==> src/rtl/alu_cmd_seq_pkg.sv <==
// ============================================================================
//  alu_cmd_seq_pkg
//  Shared state encoding, default opcodes and ALU wait timeout.
//  Rev 1.0
// ============================================================================
`default_nettype none

package alu_cmd_seq_pkg;

    localparam int STATE_W = 3;

    typedef enum logic [STATE_W-1:0] {
        S_IDLE     = 3'd0,
        S_GET_A    = 3'd1,
        S_GET_B    = 3'd2,
        S_GET_FUN  = 3'd3,
        S_ALU_RUN  = 3'd4,
        S_ALU_WAIT = 3'd5,
        S_SEND_LO  = 3'd6,
        S_SEND_HI  = 3'd7
    } seq_state_e;

    localparam logic [7:0] DEF_CMD_OPR  = 8'hCC;
    localparam logic [7:0] DEF_CMD_NOPR = 8'hDD;

    // Cycles spent in ALU_WAIT before giving up on the result
    localparam int WAIT_TIMEOUT = 4;
    localparam int TMO_W        = $clog2(WAIT_TIMEOUT);

endpackage

`default_nettype wire

==> src/rtl/alu_cmd_seq.sv <==
// ============================================================================
//  alu_cmd_seq
//  Decodes RX command bytes, drives the ALU and returns the result over TX.
//  Rev 1.0
// ============================================================================
`default_nettype none

module alu_cmd_seq
    import alu_cmd_seq_pkg::*;
#(
    parameter int                 D_WIDTH   = 8,
    parameter int                 FUN_WIDTH = 4,
    parameter logic [D_WIDTH-1:0] CMD_OPR   = D_WIDTH'(DEF_CMD_OPR),
    parameter logic [D_WIDTH-1:0] CMD_NOPR  = D_WIDTH'(DEF_CMD_NOPR)
) (
    input  logic                   CLK,
    input  logic                   RST,
    input  logic [D_WIDTH-1:0]     RX_P_DATA,
    input  logic                   RX_D_VLD,
    output logic [D_WIDTH-1:0]     ALU_A,
    output logic [D_WIDTH-1:0]     ALU_B,
    output logic [FUN_WIDTH-1:0]   ALU_FUN,
    output logic                   ALU_EN,
    output logic                   ALU_CLK_EN,
    input  logic [2*D_WIDTH-1:0]   ALU_OUT,
    input  logic                   ALU_OUT_VLD,
    output logic [D_WIDTH-1:0]     TX_P_DATA,
    output logic                   TX_D_VLD,
    input  logic                   TX_BUSY,
    output logic                   SEQ_BUSY
);

    seq_state_e           state;
    seq_state_e           next_state;
    logic [D_WIDTH-1:0]   op_a;
    logic [D_WIDTH-1:0]   op_b;
    logic [FUN_WIDTH-1:0] fun;
    logic [2*D_WIDTH-1:0] result;
    logic [D_WIDTH-1:0]   tx_data;
    logic [TMO_W-1:0]     tmo_cnt;
    logic                 alu_en_q;
    logic                 tx_vld_q;
    logic                 tx_fire;
    logic                 tmo_hit;

    assign tmo_hit = (tmo_cnt == TMO_W'(WAIT_TIMEOUT - 1));

    // A byte may only go out once the transmitter has had a cycle to raise busy
    always_comb begin
        tx_fire = 1'b0;
        if ((state == S_SEND_LO) || (state == S_SEND_HI)) begin
            tx_fire = !TX_BUSY && !tx_vld_q;
        end
    end

    always_ff @(posedge CLK or negedge RST) begin
        if (!RST) begin
            state <= S_IDLE;
        end else begin
            state <= next_state;
        end
    end

    always_comb begin
        next_state = state;
        case (state)
            S_IDLE: begin
                if (RX_D_VLD) begin
                    if (RX_P_DATA == CMD_OPR) begin
                        next_state = S_GET_A;
                    end else if (RX_P_DATA == CMD_NOPR) begin
                        next_state = S_GET_FUN;
                    end
                end
            end
            S_GET_A:    if (RX_D_VLD) next_state = S_GET_B;
            S_GET_B:    if (RX_D_VLD) next_state = S_GET_FUN;
            S_GET_FUN:  if (RX_D_VLD) next_state = S_ALU_RUN;
            S_ALU_RUN:  next_state = S_ALU_WAIT;
            S_ALU_WAIT: begin
                if (ALU_OUT_VLD) begin
                    next_state = S_SEND_LO;
                end else if (tmo_hit) begin
                    next_state = S_IDLE;
                end
            end
            S_SEND_LO:  if (tx_fire) next_state = S_SEND_HI;
            S_SEND_HI:  if (tx_fire) next_state = S_IDLE;
            default:    next_state = S_IDLE;
        endcase
    end

    always_comb begin
        SEQ_BUSY   = (state != S_IDLE);
        ALU_CLK_EN = (state == S_GET_FUN) || (state == S_ALU_RUN) ||
                     (state == S_ALU_WAIT);
    end

    always_ff @(posedge CLK or negedge RST) begin
        if (!RST) begin
            op_a     <= '0;
            op_b     <= '0;
            fun      <= '0;
            result   <= '0;
            tx_data  <= '0;
            tmo_cnt  <= '0;
            alu_en_q <= 1'b0;
            tx_vld_q <= 1'b0;
        end else begin
            if ((state == S_GET_A) && RX_D_VLD) begin
                op_a <= RX_P_DATA;
            end
            if ((state == S_GET_B) && RX_D_VLD) begin
                op_b <= RX_P_DATA;
            end
            if ((state == S_GET_FUN) && RX_D_VLD) begin
                fun <= RX_P_DATA[FUN_WIDTH-1:0];
            end
            if ((state == S_ALU_WAIT) && ALU_OUT_VLD) begin
                result <= ALU_OUT;
            end
            if ((state == S_ALU_WAIT) && (next_state == S_ALU_WAIT)) begin
                tmo_cnt <= tmo_cnt + TMO_W'(1);
            end else begin
                tmo_cnt <= '0;
            end
            // Registered so the pulse coincides exactly with the ALU_RUN cycle
            alu_en_q <= (next_state == S_ALU_RUN);
            tx_vld_q <= tx_fire;
            if (tx_fire) begin
                tx_data <= (state == S_SEND_LO) ? result[D_WIDTH-1:0]
                                                : result[2*D_WIDTH-1:D_WIDTH];
            end
        end
    end

    assign ALU_A     = op_a;
    assign ALU_B     = op_b;
    assign ALU_FUN   = fun;
    assign ALU_EN    = alu_en_q;
    assign TX_P_DATA = tx_data;
    assign TX_D_VLD  = tx_vld_q;

endmodule

`default_nettype wire

==> config.mk <==
export PLATFORM = sky130hd
export DESIGN_NAME = alu_cmd_seq
export DESIGN_NICKNAME = d
export VERILOG_FILES = /design/src/rtl/alu_cmd_seq_pkg.sv /design/src/rtl/alu_cmd_seq.sv
export SDC_FILE = /design/constraint.sdc
export NUM_CORES = 1
export LEC_CHECK = 0
export CAP_MARGIN = 25
export CORE_MARGIN = 5
export CORE_UTILIZATION = 53
export CTS_BUF_LIST = sky130_fd_sc_hd__clkbuf_8
export CTS_CLUSTER_SIZE = 16
export DETAILED_ROUTE_END_ITERATION = 10
export PLACE_DENSITY_LB_ADDON = 0.15
export REMOVE_ABC_BUFFERS = 1
export SLEW_MARGIN = 10
export SYNTH_ARGS = -nofsm -noshare
export SYNTH_HDL_FRONTEND = slang
export SYNTH_SLANG_ARGS = --single-unit
==> constraint.sdc <==
create_clock -name CLK -period 2.7 [get_ports CLK]
set_input_delay 0.27 -clock CLK [delete_from_list [all_inputs] [get_ports CLK]]
set_output_delay 0.27 -clock CLK [all_outputs]
set_load 0.03 [all_outputs]
==> flow_metrics.py, run 1 <==
metrics = {
    "run_status": {
        "outcome": "complete, but fails checks",
        "violations": "negative hold slack",
    },
    "synthesis": {
        "syn-cell-area_um2": 2180,
        "async_flop_share_pct": 100,
        "yosys_warnings": 0,
        "synth-seq-cells": 51,
        "avgSynthCellArea_um2": 13.1,
        "ys_seq_area_share_pct": 58.6,
        "ys.flop_type": "dfrtp_1",
        "synth_cells": 166,
        "synth_edf_count": 0,
        "ys_types": 34,
    },
    "die": {
        "dieWidth_um": 74.1,
        "core_um2": 4000,
        "initial_core_util_pct": 54.5,
        "dieArea_um2": 5500,
        "ioPinCount": 61,
        "fp.dieH_um": 74.1,
        "row_count": 23,
    },
    "placed_design": {
        "place.gp.congestion": 0.780,
        "place_hpwl_mm": 3.41,
        "io_buffer_count": 60,
    },
    "sta": {
        "tns_ns": 0,
        "holdWs_ns": -0.0132,
        "period_minus_slack_ns": 2.27,
        "finalHoldViolations": 44,
        "fin_crit_sh_pct": 83.9,
        "skew_ns": 0.00579,
        "finalMaxSlewViolations": 0,
        "worstMarginPinSlew_ns": 0.655,
        "slew_headroom_pct": 56.1,
        "rsz0062_at_grt": "false",
        "setup_viol": 0,
        "fmax_mhz": 441,
    },
    "global_routing": {
        "grtUsageTotal_pct": 19.1,
        "use_met1_pct": 24.9,
        "grt_max_degree": 52,
        "use_met2_pct": 30.9,
        "grt_use_met3_pct": 5.68,
        "grt_pass1_vias": 1584,
        "overflow": 0,
        "grt_antenna_before_repair": 0,
        "grt_pass1_wl_mm": 7.88,
        "grt-busiest-layer": "met2",
    },
    "clock_tree": {
        "hold_buffers": 0,
        "cts-root-buf": "clkbuf_8",
        "path_clk_slew_ns": 0.09,
        "cts_tree": "yes",
        "cts_setup_buffers": 0,
        "cts_sinks": 51,
        "post_cts_resized": 0,
        "cts_made_buffers": 5,
        "clockBufferDepth": 2,
        "htreeDepth": 2,
        "clkLatencyLatePin_ns": 0.30,
    },
    "detailed_routing": {
        "vias_per_cell": 5.42,
        "dr.first_iter.drc_count": 72,
        "wl_mm": 4.77,
        "wl_per_cell_um": 17.3,
        "vias": 1495,
        "drc": 0,
        "ant_nets": 0,
        "firstDrtPassIters": 4,
    },
    "pwr": {
        "power-per-cell-area_nw_per_um2": 1260,
        "vdd_ir_drop_max_uv": 756,
        "total_power_mw": 3.67,
        "p_leak_nw": 1.27,
    },
    "setup_path": {
        "cp_max_fo": 16,
        "crit_type": "register to output pin",
        "critPathRequiredTime_ns": 2.43,
        "worst_ep_arrival_time_ns": 2.00,
        "endpoint_kind": "output pin",
        "startpoint_type": "register",
    },
    "cells_and_area": {
        "drive_gt1_share_pct": 23.5,
        "nets": 255,
        "fillers": 293,
        "area_growth_pct": 34.1,
        "antenna_cells": 0,
    },
    "run": {
        "cap_violations": 0,
    },
    "hold_path": {
        "hold_class": "input port to asynchronous set/reset pin",
    },
}
## layer usage
layer	share of wire, %	vias up	routed length [µm]
met2	52	35	2490
met1	41	743	1970
met5	0	-	0
li1	-	710	-
met4	1.4	0	68
met3	5.1	7	241
## cells by family (layout without fill, tap and decap cells)
| logic type | after synthesis | count (layout) | share of synthesized area, % |
|---|---|---|---|
| AO/OA/AOI/OAI | 29 | 29 | 8.04 |
| XOR/XNOR | 2 | 2 | 0.804 |
| adder cells (fa/ha/maj) | 1 | 1 | 0.574 |
| buffers and inverters | 12 | 72 | 3.16 |
| flip-flops | 51 | 51 | 58.6 |
| multiplexers | 37 | 37 | 19.1 |
| AND/OR/NAND/NOR | 34 | 34 | 9.76 |
## where the power goes
part	switching, mW	internal [mW]	total [mW]
Clock	0.242	0.366	0.608
Sequential	0.259	1.11	1.37
Combinational	0.878	0.814	1.69
## final cells by class
cell class	count	area [µm²]	area share, %
flip-flops and latches	51	1280	43.7
clock buffers	5	68.8	2.35
clock inverters	3	63.8	2.18
repair buffers	61	606	20.7
multi-input cells	103	835	28.6
well taps	50	62.6	2.14
inverters	3	11.3	0.385
## layout by cell type, fill, tap and decap left out, drive strengths merged
cell / synthesis / final
a21o: 1 / 1
a21oi: 3 / 3
a22o: 1 / 1
a31oi: 1 / 1
a41oi: 1 / 1
and3b: 2 / 2
and4: 2 / 2
buf: 7 / 2
bufinv: 0 / 2
clkbuf: 2 / 5
clkdlybuf4s50: 0 / 59
dfrtp: 51 / 51
ha: 1 / 1
inv: 3 / 4
mux2: 37 / 37
nand2: 11 / 11
nand2b: 2 / 2
nand3: 4 / 4
nand4bb: 1 / 1
nor2: 4 / 4
nor2b: 4 / 4
nor3: 2 / 2
o211a: 1 / 1
o21ai: 12 / 12
o22ai: 8 / 8
o32ai: 1 / 1
or3: 1 / 1
or3b: 1 / 1
xnor2: 1 / 1
xor2: 1 / 1
## synthesized netlist by cell type, drive strengths merged (2+ instances only)
cell type	number	area share [%]
o21ai	12	2.8
nand2	11	1.9
nor2b	4	1.4
nor2	4	0.69
and3b	2	0.86
clkbuf	2	0.34
nor3	2	0.98
a21oi	3	0.69
o22ai	8	2.3
dfrtp	51	59
nand3	4	1.1
inv	3	0.52
nand2b	2	0.57
mux2	37	19
and4	2	0.80
buf	7	2.3
## per-stage QoR
| step | setup slack (ns) | hold WS [ns] | cell area (µm²) | util (%) | std cells |
|---|---|---|---|---|---|
| 2_1_floorplan | 1.01 | -0.0256 | 2120 | - | 157 |
| 3_5_place_dp | 0.786 | 0.454 | 2790 | 69.7 | 268 |
| 6_report | 0.435 | -0.0132 | 2920 | 73.1 | 276 |
| 5_1_grt | 0.302 | 0.0340 | 2920 | 73.1 | 276 |
| 4_1_cts | 0.424 | 0.206 | 2920 | 73.0 | 276 |
| 3_3_place_gp | 0.836 | 0.423 | 2790 | 69.7 | 268 |
## final timing paths
kind | startpoint | to | slack, ns | depth (start not counted)
worst max register to register | state[2]$_DFF_PN0_ | TX_P_DATA[0]$_DFFE_PN0P_ | 0.88 | 3
worst min register to register | tmo_cnt[0]$_DFF_PN0_ | tmo_cnt[0]$_DFF_PN0_ | 0.45 | 1
worst min-delay path | RST | state[2]$_DFF_PN0_ | -0.01 | 1
worst max-delay path | state[2]$_DFF_PN0_ | ALU_CLK_EN | 0.43 | 3
max in group asynchronous | RST | ALU_FUN[0]$_DFFE_PN0P_ | 2.30 | 1
min in group CLK | tmo_cnt[0]$_DFF_PN0_ | tmo_cnt[0]$_DFF_PN0_ | 0.45 | 1
## worst max-delay path: stages (launching register included)
cell	delay, ns
dfrtp_1	0.68
nor2b_1	0.25
a21o_1	0.11
clkdlybuf4s50_1	0.66
## registers in the layout (all words and copies together) (netlist names)
name,cells
TX_D_VLD,1
ALU_EN,1
state,3
tmo_cnt,2
ALU_FUN,4
result,16
ALU_A,8
ALU_B,8
TX_P_DATA,8
Power figures use the tool's default switching activity.
==> run 2: changes to the inputs <==
--- a/config.mk
+++ b/config.mk
@@ -7,7 +7,7 @@
 export LEC_CHECK = 0
 export CAP_MARGIN = 25
 export CORE_MARGIN = 5
-export CORE_UTILIZATION = 53
+export CORE_UTILIZATION = 44
 export CTS_BUF_LIST = sky130_fd_sc_hd__clkbuf_8
 export CTS_CLUSTER_SIZE = 16
 export DETAILED_ROUTE_END_ITERATION = 10
==> constraint.sdc (replaced) <==
create_clock -name CLK -period 1.9 [get_ports CLK]
set_input_delay 0.19 -clock CLK [delete_from_list [all_inputs] [get_ports CLK]]
set_output_delay 0.19 -clock CLK [all_outputs]
set_load 0.03 [all_outputs]
==> run 2 against run 1 <==
Sequential power increased by 36%. Hold slack improved by 0.0035 ns. Flip-flop and latch count unchanged. Combinational power increased by 50%. The flow still finishes with violations (negative hold slack). Non-clock buffer count increased by 6.
==> flow_metrics.py, run 2 (synthesis gave the netlist of run 1 again) <==
metrics = {
    "sta": {
        "worstMarginPinSlew_ns": 0.643,
        "fmax_mhz": 577,
        "rsz0062_at_grt": "false",
        "slew_headroom_pct": 57.1,
        "fin_crit_sh_pct": 91.2,
        "period_minus_slack_ns": 1.73,
        "holdWs_ns": -0.00968,
        "setup_viol": 0,
        "finalHoldViolations": 9,
        "tns_ns": 0,
        "skew_ns": 0.00671,
        "finalMaxSlewViolations": 0,
    },
    "cells_and_area": {
        "nets": 261,
        "fillers": 390,
        "final_common_cell": "clkdlybuf4s50_1",
        "area_growth_pct": 35.4,
        "drive_gt1_share_pct": 25.9,
        "fin_util_pct": 62.1,
        "antenna_cells": 0,
        "largest-register": "result",
        "most-common-layout-cells": "57 x clkdlybuf4s50_1, 51 x dfrtp_1, 37 x mux2_2",
        "largest_register_ffs": 16,
    },
    "global_routing": {
        "overflow": 0,
        "grt_pass1_vias": 1649,
        "grt_pass1_wl_mm": 8.14,
        "grtUsageTotal_pct": 16.4,
        "grt_max_degree": 52,
        "grt_antenna_before_repair": 0,
    },
    "run": {
        "cap_violations": 0,
    },
    "detailed_routing": {
        "wl_mm": 4.84,
        "wl_per_cell_um": 16.2,
        "dr.first_iter.drc_count": 90,
        "vias": 1521,
        "firstDrtPassIters": 4,
        "vias_per_cell": 5.09,
        "drc": 0,
        "ant_nets": 0,
    },
    "die": {
        "dieArea_um2": 6460,
        "initial_core_util_pct": 45.8,
        "fp.dieH_um": 80.4,
        "ioPinCount": 61,
        "core_um2": 4750,
        "dieWidth_um": 80.4,
        "row_count": 25,
    },
    "pwr": {
        "vdd_ir_drop_max_uv": 1020,
        "combinationalPowerShare_pct": 49.9,
        "seq_power_share_pct": 36.8,
        "p_sw_share_pct": 38.7,
        "clkPwrFrac_pct": 13.2,
        "p_leak_nw": 1.29,
        "p_int_mw": 3.11,
        "p_switching_mw": 1.96,
        "power-per-cell-area_nw_per_um2": 1720,
    },
    "hold_path": {
        "hold_class": "input port to asynchronous set/reset pin",
    },
    "clock_tree": {
        "htreeDepth": 2,
        "cts_made_buffers": 5,
        "cts-root-buf": "clkbuf_8",
        "hold_buffers": 0,
        "clkLatencyLatePin_ns": 0.30,
        "clockBufferDepth": 2,
        "path_clk_slew_ns": 0.09,
        "cts_tree": "yes",
        "cts_sinks": 51,
    },
    "setup_path": {
        "rr_startpoint": "state[0]$_DFF_PN0_",
        "worst_ep_arrival_time_ns": 1.54,
        "critPathRequiredTime_ns": 1.71,
        "r2r_end": "result[13]$_DFFE_PN0P_",
        "cp_max_fo": 8,
        "reg2reg_setup_slack_ns": 0.19,
        "r2r_cells": 4,
        "startpoint_type": "register",
        "endpoint_kind": "output pin",
        "crit_type": "register to output pin",
    },
    "placed_design": {
        "place.gp.congestion": 0.826,
        "place_hpwl_mm": 3.56,
        "io_buffer_count": 60,
    },
    "run_status": {
        "outcome": "complete, but fails checks",
        "violations": "negative hold slack",
    },
}
-- run 2: cell types whose count changed in the layout (fill, tap and decap cells not counted), sizes merged --
cell | previous run | this run
bufinv | 2 | 0
buf | 2 | 9
clkdlybuf4s50 | 59 | 57
clkbuf | 5 | 7
dlygate4sd2 | 0 | 1
-- run 2: worst max path at each step --
stage	startpoint	end	cells after the start
after floorplan	state[0]$_DFF_PN0_	ALU_A[0]$_DFFE_PN0P_	3
after global placement	RX_D_VLD	ALU_B[5]$_DFFE_PN0P_	4
after detailed placement	RX_D_VLD	ALU_B[0]$_DFFE_PN0P_	4
after CTS	state[2]$_DFF_PN0_	SEQ_BUSY	2
after global routing	state[0]$_DFF_PN0_	result[13]$_DFFE_PN0P_	4
final	state[2]$_DFF_PN0_	SEQ_BUSY	2
-- run 2: stage by stage --
step                power [mW]  cell area [µm²]  hold WS (ns)  setup WS (ns)  cells
floorplan                 3.37             2120        -0.106          0.206    157
global placement          4.35             2850         0.323          0.206    291
detailed placement        4.45             2850         0.341          0.180    291
CTS                       5.12             2950        0.0116          0.170    299
global route              5.38             2950        0.0545         0.0481    299
finish                    5.07             2950      -0.00968          0.168    299
-- run 2: power by group through the flow --
stage               sequential [mW]  clock [mW]  combinational [mW]
floorplan                      2.49           0               0.880
global placement               1.85           0                2.50
detailed placement             1.89           0                2.57
CTS                            1.87       0.687                2.57
global route                   1.93       0.730                2.71
finish                         1.87       0.672                2.53
-- run 2: cell type report --
cell class | instances | area [µm²] | area share (%)
multi-input cells | 103 | 835 | 28.3
flip-flops and latches | 51 | 1280 | 43.3
clock buffers | 7 | 96.3 | 3.27
well taps | 67 | 83.8 | 2.84
clock inverters | 1 | 3.75 | 0.127
repair buffers | 67 | 644 | 21.8
inverters | 3 | 11.3 | 0.382
-- run 2: worst max-delay path: stages, from the launching register on --
cell and delay, ns:
dfrtp_1 0.49, or3_4 0.38, dlygate4sd2_1 0.37
-- run 2: layer usage --
metal  track usage, %  part of all wire, %
met2             26.3                   49
met3             4.82                  5.3
met5                0                    0
met4             4.39                  1.1
met1             21.5                   45
-- run 2: timing repair --
item,in CTS,in global routing
buffers inserted,0,0
endpoints found under the hold margin,0,0
resized for setup,1,0
endpoints found under the setup margin,1,0
